===== config.mk =====
export PLATFORM = sky130hd
export DESIGN_NAME = pixel_collect_interface_flat
export DESIGN_NICKNAME = d
export VERILOG_FILES = /design/src/rtl/pixel_collect_interface_if.sv /design/src/rtl/pixel_collect_interface.sv /design/src/flat_wrapper.sv
export SDC_FILE = /design/constraint.sdc
export NUM_CORES = 1
export LEC_CHECK = 0
export ABC_AREA = 1
export BUFFER_PORTS_ARGS = -buffer_cell sky130_fd_sc_hd__buf_2
export CAP_MARGIN = 10
export CORE_MARGIN = 2
export CORE_UTILIZATION = 55
export DETAILED_ROUTE_END_ITERATION = 12
export GPL_ROUTABILITY_DRIVEN = 1
export GPL_TIMING_DRIVEN = 0
export PLACE_DENSITY_LB_ADDON = 0.05
export SYNTH_ARGS = -nofsm -noshare
export SYNTH_HDL_FRONTEND = slang
export SYNTH_SLANG_ARGS = --single-unit
export TNS_END_PERCENT = 5

===== constraint.sdc =====
create_clock -name i_clk -period 3.55 [get_ports i_clk]
set_clock_uncertainty 0.15 [all_clocks]
set_input_delay 0.1775 -clock i_clk [delete_from_list [all_inputs] [get_ports i_clk]]
set_output_delay 0.1775 -clock i_clk [all_outputs]
set_load 0.05 [all_outputs]

===== src/rtl/pixel_collect_interface_if.sv =====
// Pixel-collect bus: the pixel/index offer side, the memory write port and the
// status flags, bundled so the collector and its environment share one port.
interface pixel_collect_interface_if #(
    parameter int ADDR_W = 19
);
    logic [11:0]       pixel;
    logic [9:0]        row_index;
    logic [9:0]        column_index;
    logic              strobe;
    logic              mem_we;
    logic [ADDR_W-1:0] mem_addr;
    logic [11:0]       mem_data;
    logic              mem_ready;
    logic              frame_done;
    logic              busy;
    logic              overflow;
    logic              range_err;

    // Collector side: consumes pixels, drives the memory write port and flags.
    modport slave (
        input  pixel, row_index, column_index, strobe, mem_ready,
        output mem_we, mem_addr, mem_data, frame_done, busy, overflow, range_err
    );

    // Environment side: offers pixels, acts as the memory.
    modport master (
        output pixel, row_index, column_index, strobe, mem_ready,
        input  mem_we, mem_addr, mem_data, frame_done, busy, overflow, range_err
    );
endinterface


===== src/rtl/pixel_collect_interface.sv =====
// Pixel collector: buffers incoming pixels with their linear frame address in a
// small FIFO and drains them to memory, pulsing frame_done after each full frame.
module pixel_collect_interface #(
    parameter int COL_LEN    = 640,
    parameter int ROW_LEN    = 480,
    parameter int FIFO_DEPTH = 4,
    parameter int ADDR_W     = 19
) (
    input  logic                     i_clk,
    input  logic                     i_rst,
    pixel_collect_interface_if.slave io_bus
);
    localparam int FRAME_PIX = COL_LEN * ROW_LEN;
    localparam int CNT_W     = $clog2(FRAME_PIX + 1);
    localparam int PTR_W     = $clog2(FIFO_DEPTH);

    localparam logic [1:0] ST_IDLE  = 2'd0;
    localparam logic [1:0] ST_WRITE = 2'd1;
    localparam logic [1:0] ST_DONE  = 2'd2;

    localparam logic [CNT_W-1:0] LAST_PIX = CNT_W'(FRAME_PIX - 1);
    localparam logic [PTR_W:0]   FULL_LVL = (PTR_W + 1)'(FIFO_DEPTH);
    localparam logic [PTR_W:0]   ONE_LVL  = (PTR_W + 1)'(1);

    logic [1:0]        r_state;
    logic [1:0]        w_state_nxt;
    logic [ADDR_W-1:0] r_fifo_addr [FIFO_DEPTH];
    logic [11:0]       r_fifo_data [FIFO_DEPTH];
    logic [PTR_W-1:0]  r_wr_ptr;
    logic [PTR_W-1:0]  r_rd_ptr;
    logic [PTR_W:0]    r_fill;
    logic [CNT_W-1:0]  r_wr_cnt;
    logic              r_overflow;
    logic              r_range_err;

    logic [31:0]       w_addr_full;
    logic [ADDR_W-1:0] w_push_addr;
    logic              w_in_range;
    logic              w_empty;
    logic              w_full;
    logic              w_mem_we;
    logic              w_pop;
    logic              w_push;
    logic              w_frame_end;

    assign w_addr_full = 32'(io_bus.row_index) * 32'(COL_LEN) + 32'(io_bus.column_index);
    assign w_push_addr = w_addr_full[ADDR_W-1:0];
    assign w_in_range  = (32'(io_bus.row_index) < 32'(ROW_LEN)) &&
                         (32'(io_bus.column_index) < 32'(COL_LEN));
    assign w_empty     = (r_fill == '0);
    assign w_full      = (r_fill == FULL_LVL);
    assign w_mem_we    = (r_state == ST_WRITE);
    assign w_pop       = w_mem_we && io_bus.mem_ready;
    // A full FIFO still accepts when the head leaves on the same edge.
    assign w_push      = io_bus.strobe && w_in_range && (!w_full || w_pop);
    assign w_frame_end = w_pop && (r_wr_cnt == LAST_PIX);

    // Next-state selection for the IDLE / WRITE / DONE sequencer.
    always_comb begin
        // NOTE: default assignment first so no path leaves w_state_nxt unassigned (no latch).
        w_state_nxt = r_state;
        case (r_state)
            ST_IDLE:  if (!w_empty) w_state_nxt = ST_WRITE;
            ST_WRITE: begin
                if (w_frame_end)
                    w_state_nxt = ST_DONE;
                else if (w_pop && (r_fill == ONE_LVL) && !w_push)
                    w_state_nxt = ST_IDLE;
            end
            ST_DONE:  w_state_nxt = w_empty ? ST_IDLE : ST_WRITE;
            default:  w_state_nxt = ST_IDLE;
        endcase
    end

    // Control state: sequencer, FIFO pointers, frame counter and sticky flags.
    always_ff @(posedge i_clk) begin
        if (i_rst) begin
            r_state     <= ST_IDLE;
            r_wr_ptr    <= '0;
            r_rd_ptr    <= '0;
            r_fill      <= '0;
            r_wr_cnt    <= '0;
            r_overflow  <= 1'b0;
            r_range_err <= 1'b0;
        end else begin
            r_state <= w_state_nxt;
            if (w_push) r_wr_ptr <= r_wr_ptr + 1'b1;
            if (w_pop)  r_rd_ptr <= r_rd_ptr + 1'b1;
            case ({w_push, w_pop})
                2'b10:   r_fill <= r_fill + 1'b1;
                2'b01:   r_fill <= r_fill - 1'b1;
                default: r_fill <= r_fill;
            endcase
            if (w_frame_end)
                r_wr_cnt <= '0;
            else if (w_pop)
                r_wr_cnt <= r_wr_cnt + 1'b1;
            if (io_bus.strobe && !w_in_range)
                r_range_err <= 1'b1;
            if (io_bus.strobe && w_in_range && w_full && !w_pop)
                r_overflow <= 1'b1;
        end
    end

    // FIFO storage write on accept.
    always_ff @(posedge i_clk) begin
        // NOTE: storage is deliberately not reset; the fill level guards it and the
        // head is only driven onto the bus while in WRITE.
        if (w_push && !i_rst) begin
            r_fifo_addr[r_wr_ptr] <= w_push_addr;
            r_fifo_data[r_wr_ptr] <= io_bus.pixel;
        end
    end

    assign io_bus.mem_we     = w_mem_we;
    assign io_bus.mem_addr   = w_mem_we ? r_fifo_addr[r_rd_ptr] : '0;
    assign io_bus.mem_data   = w_mem_we ? r_fifo_data[r_rd_ptr] : '0;
    assign io_bus.frame_done = (r_state == ST_DONE);
    assign io_bus.busy       = !w_empty || (r_state != ST_IDLE);
    assign io_bus.overflow   = r_overflow;
    assign io_bus.range_err  = r_range_err;
endmodule


===== src/flat_wrapper.sv =====
// flat-port wrapper written by rule: the top's interface ports become plain ports
module pixel_collect_interface_flat 
#(
    parameter int COL_LEN    = 640,
    parameter int ROW_LEN    = 480,
    parameter int FIFO_DEPTH = 4,
    parameter int ADDR_W     = 19
)
  (i_clk, i_rst, io_bus_pixel, io_bus_row_index, io_bus_column_index, io_bus_strobe, io_bus_mem_ready, io_bus_mem_we, io_bus_mem_addr, io_bus_mem_data, io_bus_frame_done, io_bus_busy, io_bus_overflow, io_bus_range_err);
  pixel_collect_interface_if #(.ADDR_W(ADDR_W)) io_bus_i ();
  input  logic i_clk;
  input  logic i_rst;
  input wire logic [$bits(io_bus_i.pixel)-1:0] io_bus_pixel;
  input wire logic [$bits(io_bus_i.row_index)-1:0] io_bus_row_index;
  input wire logic [$bits(io_bus_i.column_index)-1:0] io_bus_column_index;
  input wire logic [$bits(io_bus_i.strobe)-1:0] io_bus_strobe;
  input wire logic [$bits(io_bus_i.mem_ready)-1:0] io_bus_mem_ready;
  output wire logic [$bits(io_bus_i.mem_we)-1:0] io_bus_mem_we;
  output wire logic [$bits(io_bus_i.mem_addr)-1:0] io_bus_mem_addr;
  output wire logic [$bits(io_bus_i.mem_data)-1:0] io_bus_mem_data;
  output wire logic [$bits(io_bus_i.frame_done)-1:0] io_bus_frame_done;
  output wire logic [$bits(io_bus_i.busy)-1:0] io_bus_busy;
  output wire logic [$bits(io_bus_i.overflow)-1:0] io_bus_overflow;
  output wire logic [$bits(io_bus_i.range_err)-1:0] io_bus_range_err;
  assign io_bus_i.pixel = io_bus_pixel;
  assign io_bus_i.row_index = io_bus_row_index;
  assign io_bus_i.column_index = io_bus_column_index;
  assign io_bus_i.strobe = io_bus_strobe;
  assign io_bus_i.mem_ready = io_bus_mem_ready;
  assign io_bus_mem_we = io_bus_i.mem_we;
  assign io_bus_mem_addr = io_bus_i.mem_addr;
  assign io_bus_mem_data = io_bus_i.mem_data;
  assign io_bus_frame_done = io_bus_i.frame_done;
  assign io_bus_busy = io_bus_i.busy;
  assign io_bus_overflow = io_bus_i.overflow;
  assign io_bus_range_err = io_bus_i.range_err;
  pixel_collect_interface #(.COL_LEN(COL_LEN), .ROW_LEN(ROW_LEN), .FIFO_DEPTH(FIFO_DEPTH), .ADDR_W(ADDR_W)) u_core (.i_clk(i_clk), .i_rst(i_rst), .io_bus(io_bus_i));
endmodule

# [Word level (Yosys, flattened, before mapping)]
# Memory sizes are Yosys's and may differ from the RTL's. A register that Yosys moved wholly into a read port is not among the register bits.
# Index checks and enable logic that the tools add are counted.
[word_totals] reg_bits=30 ram_bits=124 input_bits=36 mem_count=2
[op_classes] add_sub_neg=6 mul=1 order_cmp=2 n_eq_ne=9 mux=14 n_reduce_logical=25
[memory_table] name="u_core.r_fifo_addr" depth=4 word_bits=19 rd=1 rd_clocked_by_memory_dff=1 write_ports=1 line_no="pixel_collect_interface.sv:27" text="logic [ADDR_W-1:0] r_fifo_addr [FIFO_DEPTH];"
[memory_table] name="u_core.r_fifo_data" depth=4 word_bits=12 rd=1 rd_clocked_by_memory_dff=1 write_ports=1 line_no="pixel_collect_interface.sv:28" text="logic [11:0] r_fifo_data [FIFO_DEPTH];"
[op_table] op="adder 19 x 1 -> 19 bit, second input constant" count=1
[op_table] op="adder 19 x 10 -> 19 bit" count=1
[op_table] op="equality test 19 bit, second input constant" count=1
[op_table] op="two-way mux 19 bit" count=1
[op_table] op="two-way mux 2 bit" count=7
[op_table] op="multiplier 10 x 3 -> 12 bit, second input constant" count=1
[op_table] op="two-way mux 12 bit" count=1
[op_table] op="logical AND 1 bit" count=11
[op_table] op="< comparator 10 bit, second input constant" count=1
[op_table] op="< comparator 10 x 9 -> 1 bit, second input constant" count=1
[op_table] op="logical NOT 1 bit" count=6
[op_table] op="case mux 2 bit (3 select lines)" count=1
[op_table] op="case mux 3 bit (2 select lines)" count=1
[op_table] op="adder 2 x 1 -> 2 bit, second input constant" count=2
[op_table] op="equality test 2 x 1 -> 1 bit, second input constant" count=2
[op_table] op="equality test 2 bit, second input constant" count=2
[op_table] op="nonzero test 2 bit" count=2
[op_table] op="adder 3 x 1 -> 3 bit, second input constant" count=1
[op_table] op="equality test 3 x 1 -> 1 bit, second input constant" count=1
[op_table] op="equality test 3 bit, second input constant" count=1
[op_table] op="logical NOT 3 bit" count=1
[op_table] op="two-way mux 1 bit" count=3
[op_table] op="!= test 3 bit, second input constant" count=1
[op_table] op="subtractor 3 x 1 -> 3 bit, second input constant" count=1
[op_table] op="other kinds (5)" count=6

# [Logic depth before layout (Yosys ltp)]
# Gate-level depths: netlist of run 1.
[depth] depth_word=9 depth_mapped=12

# [Worst setup path after synthesis of run 1]
# OpenSTA, ideal clock, no wires.
[synth_path] kind="flip-flop to flip-flop" from="register u_core.r_state[0]" to="memory u_core.r_fifo_addr[0][0], enable pin" t_arrival_ns=2.455 t_required_ns=2.981 setup_slack_ns=0.526 path_stages_with_launch=7 path_buffers=0 path_cell_list="dfxtp_1 inv_2 nor2_4 nand2_2 nand2_1 nand3_1 nor2_1"
[synth_via] elab_chain_len=7
[synth_rtl] element="start, declared" line_no="pixel_collect_interface.sv:25" text="logic [1:0] r_state;"
[synth_rtl] element="start signal, assigned" line_no="pixel_collect_interface.sv:86" text="r_state <= w_state_nxt;"
[synth_rtl] element="equality test 2 x 1 -> 1 bit" line_no="pixel_collect_interface.sv:52" text="assign w_mem_we = (r_state == ST_WRITE);"
[synth_rtl] element="named net io_bus_mem_we" line_no="flat_wrapper.sv:18" text="output wire logic [$bits(io_bus_i.mem_we)-1:0] io_bus_mem_we;"
[synth_rtl] element="logical AND 1 bit" line_no="pixel_collect_interface.sv:53" text="assign w_pop = w_mem_we && io_bus.mem_ready;"
[synth_rtl] element="logical OR 1 bit" line_no="pixel_collect_interface.sv:55" text="assign w_push = io_bus.strobe && w_in_range && (!w_full || w_pop);"
[synth_rtl] element="logical AND 1 bit" line_no="pixel_collect_interface.sv:55"
[synth_rtl] element="logical AND 1 bit" line_no="pixel_collect_interface.sv:109" text="if (w_push && !i_rst) begin"
[synth_rtl] element="two-way mux 1 bit" line_no="pixel_collect_interface.sv:109"
[synth_rtl] element="two-way mux 1 bit (not written as such)" line_no="pixel_collect_interface.sv:110" text="r_fifo_addr[r_wr_ptr] <= w_push_addr;"
[synth_rtl] element="end, declared" line_no="pixel_collect_interface.sv:27"
# The timed path passes the listed nets, and every way through them passes these cells.

==> out/qor.yml, run 1 <==
setup_viol: 0
setup_ws_ns: 0.8164
grt_pass1_wl_mm: 24.56
critPathArrivalTime_ns: 2.41
startpoint_type: "register"
postCtsHoldBufs: 23
grt_pass1_vias: 5230
syn-num-nets: 785
wire_per_inst_um: 15.02
worst_setup_path_end_kind: "output pin"
synth_top_cell_area_share_pct: 52.17
slew_headroom_pct: 60.85
gp_congestion: 0.8350
pre_cts_ws_ns: 0.7891
tns_ns: 0
placed_area_um2: 7848
critical_path_class: "register to output pin"
combPwrFrac_pct: 17.5
synth_common_cells: "nor2_1 (169), edfxtp_1 (124), nand2_1 (86)"
syn_inst: 718
coreArea_um2: 12620
fmax_mhz: 365.8
die_area_um2: 13900
clkLatencyLatePin_ns: 0.42
tightest_slew_ns: 0.5873
htreeDepth: 4
synth-edff-count: 124
dr_total_vias: 5401
yosys_warnings: 0
layout-drive-gt1-share_pct: 14.39
rsz0062_at_grt: "false"
rows: 41
dp_hpwl_mm: 9.966
ctsResizeCount: 0
cts_buffers: 17
ys_ff_latch: 156
cp_slowest_cell: "clkbuf_1"
post-route-min-period_ns: 2.734
avgSynthCellArea_um2: 9.940
yosysUniqueCellTypes: 28
antenna_found_initial: 0
required_ns: 3.22
synth_area_leaders: "edfxtp_1 (52%), dfxtp_1 (9.0%), nor2_1 (8.9%)"
start_util_pct: 56.55
synthMostInstantiatedCell: "nor2_1"
totalPowerFinal_uw: 4820
clockBufferDepth: 2
remaining_drc_errors: 0
die_w_um: 117.9
crit_path_max_incr_delay_ns: 0.46
hold_viol: 0
path_max_fanout: 10
postCtsSetupBuffers: 0
die_h_um: 117.9
dr.pass1.iters: 5
final-max-slew-violation-count: 0
powerDensity_nw_per_um2: 553.4
yosys.area.top_type: "edfxtp_1"
status: "complete, no violations"
p_int_uw: 3498
vdd_drop_max_mv: 0.3610
dp.cells: 965
n_antenna_cell: 0
cts_tree: "yes"
drt_wl_total_mm: 15.32
cts_root_buf: "clkbuf_16"
io_pins: 72
path_cells: "clkbuf_1, clkbuf_1, nor2_1, nor2_1, o21ai_0, a21oi_1, buf_2"
io_buffers: 71
grt_max_degree: 20
netSwitchingFraction_pct: 27.42
synthFlopType: "edfxtp_1"
globalRouteTotalUtil_pct: 22.42
max_cap_violations: 0
synth-seq-area-share_pct: 61.15
postSynth.asyncResetShare_pct: 0
final-instance-count-excl-fill: 1020
hold_class: "input pin to register"
drt_iter0_drc: 420
leakage_uw: 0.003432
finalInstanceArea_um2: 8708
switchingPower_uw: 1321
viasPerCell: 5.295
syn_area_um2: 7137
sequentialPowerShare_pct: 42.5
nNetsFinal: 902
power.share.clock_pct: 40.0
clkTransAtPathRegs_ns: 0.06
cts.sinks: 156
fillers: 967
fin_crit_sh_pct: 77.00
syn2layout_area_growth_pct: 22.02
grt.overflow.total: 0
ant_nets: 0
[worst paths after layout]
kind / from / slack (ns) / cells after the start / endpoint
worst max-delay path: register / 0.82 / 7 / io_bus_mem_addr[17]
worst min register to register: u_core.io_bus.overflow / 0.34 / 2 / u_core.io_bus.overflow
worst min-delay path: io_bus_mem_ready / 0.03 / 4 / u_core.r_wr_cnt[0]
worst max register to register: u_core.r_fill[0] / 1.07 / 8 / u_core.r_fifo_addr[3][5]
[sequential cells by signal (all words and copies together) (netlist names), named ones only]
| signal | count |
|---|---|
| u_core.r_fifo_addr | 76 |
| u_core.r_fifo_data | 48 |
| u_core.r_wr_cnt | 19 |
| u_core.r_fill | 3 |
| u_core.r_rd_ptr | 2 |
| u_core.r_state | 2 |
| u_core.r_wr_ptr | 2 |
| u_core.io_bus.overflow | 1 |
| u_core.io_bus.range_err | 1 |
[stage by stage]
step	hold WS, ns	util, %
after floorplan	0.09657	-
after global placement	0.2372	61.07
after detailed placement	0.2423	62.19
after CTS	0.02813	69.01
after global routing	0.04709	69.01
final	0.03250	69.01
[placed cells by master, fill, tap and decap left out, types with 3 or more instances in the layout]
| cell | netlist | layout |
|---|---|---|
| o21ai_0 | 71 | 71 |
| nand2_1 | 86 | 86 |
| nand3_1 | 21 | 21 |
| nor2_1 | 169 | 165 |
| clkbuf_1 | 19 | 21 |
| bufinv_16 | 0 | 5 |
| nor2_4 | 4 | 8 |
| xor2_1 | 13 | 13 |
| inv_2 | 3 | 3 |
| a21oi_1 | 52 | 52 |
| dlygate4sd3_1 | 0 | 23 |
| dfxtp_1 | 32 | 32 |
| xnor2_1 | 4 | 4 |
| clkbuf_16 | 0 | 17 |
| nand3b_1 | 3 | 3 |
| nand4_1 | 12 | 12 |
| nor3_1 | 4 | 4 |
| ha_1 | 29 | 29 |
| clkinv_2 | 0 | 3 |
| inv_1 | 54 | 54 |
| edfxtp_1 | 124 | 124 |
| buf_2 | 3 | 74 |
| buf_16 | 0 | 4 |
[layer usage]
layer	up-vias	wire (um)	GRT usage (%)
met5	-	0	0
met4	0	222	8.208
met3	19	912	4.942
met2	158	7419	37.61
met1	2553	6762	28.67
li1	2671	-	-
[critical path, delay by kind of cell (launching register included)]
family,cells,cell delay (ns)
compound gates,2,0.35
buf+inv,3,1.10
flops,1,0.31
simple gates,2,0.23
[power groups by stage]
stage                     clock network (uW)  registers (uW)  logic, uW
after floorplan                            0            2090        588
after global placement                     0            2090        791
after detailed placement                   0            2090        818
after CTS                               1940            2050        843
after global routing                    2020            2050        920
final                                   1930            2050        842
[area by class of cell]
cell class	count	area (um2)	share of cell area (%)
well taps	172	215.2	2.471
clock inverters	13	197.7	2.270
multi-input cells	482	2499	28.69
repair buffers	98	695.7	7.989
plain buffers	23	90.09	1.034
inverters	57	214.0	2.457
clock buffers	19	432.9	4.971
flip-flops and latches	156	4364	50.12
[cell families (layout without fill, tap and decap cells)]
group                    count (synthesis)  count (layout)  synth area share, %
AO/OA/AOI/OAI                          128             128                9.064
XOR/XNOR                                17              17                2.086
adder cells (fa/ha/maj)                 31              31                5.645
buffers and inverters                   80             210                4.260
flip-flops                             156             156                61.15
AND/OR/NAND/NOR                        306             306                17.79
No activity file was read; power rests on OpenSTA's default activity.
==> run 2, diff against run 1 <==
clock period = 2.85 ns   (was 3.55 ns; I/O delays follow)
==> run 2 against run 1 <==
Wire length down 0.40%. Count of clock-buffer cells in the layout unchanged. Critical endpoint is now io_bus_mem_data[10]. Flip-flop and latch count unchanged. Utilization up 0.11 points. Largest power group unchanged. Die area unchanged. Cell area up 0.16%. Via count down 0.20%.
==> out/qor.yml, run 2 (synthesis gave the netlist of run 1 again) <==
route.top_layer_used: "met4"
clkTransAtPathRegs_ns: 0.06  # about the same
clkLatencyLatePin_ns: 0.42  # about the same
cts.sinks: 156  # unchanged
ant_nets: 0  # unchanged
cts_tree: "yes"
final-max-slew-violation-count: 0  # unchanged
cts_root_buf: "clkbuf_16"
fin_hold_ws_ns: 0.02619  # -0.006306 ns
nNetsFinal: 903  # +0.11%
worst_setup_path_end_kind: "output pin"
met3_length_um: 821  # -10%
grt_pass1_wl_mm: 24.54  # about the same
antenna_found_initial: 0  # unchanged
setup_viol: 0  # unchanged
rr_endpoint: "u_core.r_fifo_addr[2][4]"
postCtsSetupBuffers: 0  # unchanged
hold_end: "u_core.r_fifo_addr[0][7]"
leakage_uw: 0.003447  # +0.42%
fin_crit_sh_pct: 91.06
multi_input_area_um2: 2499  # unchanged
largest_register: "u_core.r_fifo_addr"
gp_congestion: 0.8350  # unchanged
wl_met1_mm: 6.769  # +0.10%
globalRouteTotalUtil_pct: 22.41  # about the same
required_ns: 2.56  # -0.66 ns
start_util_pct: 56.55  # unchanged
grt_max_degree: 20  # unchanged
grt_pass1_vias: 5224  # -0.11%
cts_buffers: 17  # unchanged
die_area_um2: 13900  # unchanged
status: "complete, no violations"
slew_headroom_pct: 60.82  # about the same
drt_iter0_drc: 457  # +8.8%
wl_met2_mm: 7.425  # about the same
viasPerCell: 5.279  # -0.30%
grt.overflow.total: 0  # unchanged
hold_viol: 0  # unchanged
layout_commonest_cell: "nor2_1"
r2r_start: "u_core.r_fill[0]"
r2r_setup_slack_ns: 0.37  # -0.70 ns
htreeDepth: 4  # unchanged
startpoint_type: "register"
remaining_drc_errors: 0  # unchanged
critPathArrivalTime_ns: 2.30  # -0.11 ns
drt_wl_total_mm: 15.26  # -0.40%
fillers: 969  # +0.21%
critical_path_class: "register to output pin"
syn2layout_area_growth_pct: 22.21
layout-drive-gt1-share_pct: 14.72  # +0.34 points
hold_class: "input pin to register"
fmax_mhz: 385.3
dp_hpwl_mm: 9.966  # unchanged
tightest_slew_ns: 0.5878  # +0.0004976 ns
largest_reg_flops: 76  # unchanged
path_max_fanout: 10  # unchanged
rows: 41  # unchanged
powerDensity_nw_per_um2: 688.0  # +24%
min_from: "io_bus_column_index[7]"
rsz0062_at_grt: "false"
dr.pass1.iters: 5  # unchanged
die_h_um: 117.9  # unchanged
io_buffers: 71  # unchanged
final-seq-area_um2: 4364  # unchanged
max_cap_violations: 0  # unchanged
n_antenna_cell: 0  # unchanged
die_w_um: 117.9  # unchanged
clockBufferDepth: 2  # unchanged
reg.largest.list: "u_core.r_fifo_addr: 76 flops, u_core.r_fifo_data: 48 flops, u_core.r_wr_cnt: 19 flops"
vdd_drop_max_mv: 0.4494  # +24%
io_pins: 72  # unchanged
dp.cells: 965  # unchanged
worst_r2r_path_depth: 8  # unchanged
dr_total_vias: 5390  # -0.20%
coreArea_um2: 12620  # unchanged
wire_per_inst_um: 14.94  # -0.50%
post-route-min-period_ns: 2.595
whs_path_depth: 2  # -2
final-instance-count-excl-fill: 1021  # +0.098%
final_cell_mix: "nor2_1 (165), edfxtp_1 (124), nand2_1 (86)"
run 2: changes by cell type in the layout (fill, tap and decap cells not counted):
cell / delta
clkbuf_1: -3
clkbuf_2: +3
dlygate4sd3_1: +1
run 2: critical path, cell delays in order (launching register included):
cell	delay, ns
dfxtp_1	0.31
clkbuf_1	0.32
clkbuf_1	0.45
nor2_1	0.10
nor2_1	0.11
o21ai_0	0.10
a21oi_1	0.20
buf_2	0.30
run 2: worst max-delay path by stage:
stage                                     end  slack [ns]
floorplan            u_core.r_fifo_addr[0][0]       -0.17
global placement     u_core.r_fifo_addr[1][4]       -1.24
detailed placement  u_core.r_fifo_addr[1][16]        0.12
CTS                       io_bus_mem_addr[17]        0.08
global route              io_bus_mem_data[10]        0.05
finish                    io_bus_mem_data[10]        0.25
run 2: cell type report:
type | count | share of cell area [%]
well taps | 172 | 2.467
repair buffers | 99 | 8.091
clock inverters | 13 | 2.267
plain buffers | 23 | 1.076
inverters | 57 | 2.453
clock buffers | 19 | 4.963
flip-flops and latches | 156 | 50.04
multi-input cells | 482 | 28.65
run 2: routing by layer:
metal / vias to the layer above / global-route usage [%]
met2: 154 / 37.61
met1: 2545 / 28.64
met4: 0 / 8.208
met5: - / 0
met3: 22 / 4.942
li1: 2669 / -
run 2: through the flow:
stage | TNS (ns) | worst slack [ns] | utilization [%] | area, um2 | total power [uW]
after floorplan | -21.61 | -0.1742 | - | 7137 | 3333
after global placement | -145.82 | -1.239 | 61.07 | 7707 | 3584
after detailed placement | 0 | 0.1241 | 62.19 | 7848 | 3618
after CTS | 0 | 0.08490 | 69.09 | 8718 | 6020
after global routing | 0 | 0.04798 | 69.12 | 8722 | 6220
final | 0 | 0.2549 | 69.12 | 8722 | 6001
run 2: power by group:
part	switching (uW)	internal, uW
combinational	769	282
clock	856	1540
sequential	17.2	2530
run 2: timing repair:
item	4_1_cts	5_1_grt
endpoints found under the hold margin	84	0
hold buffers	24	0
setup endpoints to repair	0	3
resized for setup	0	6
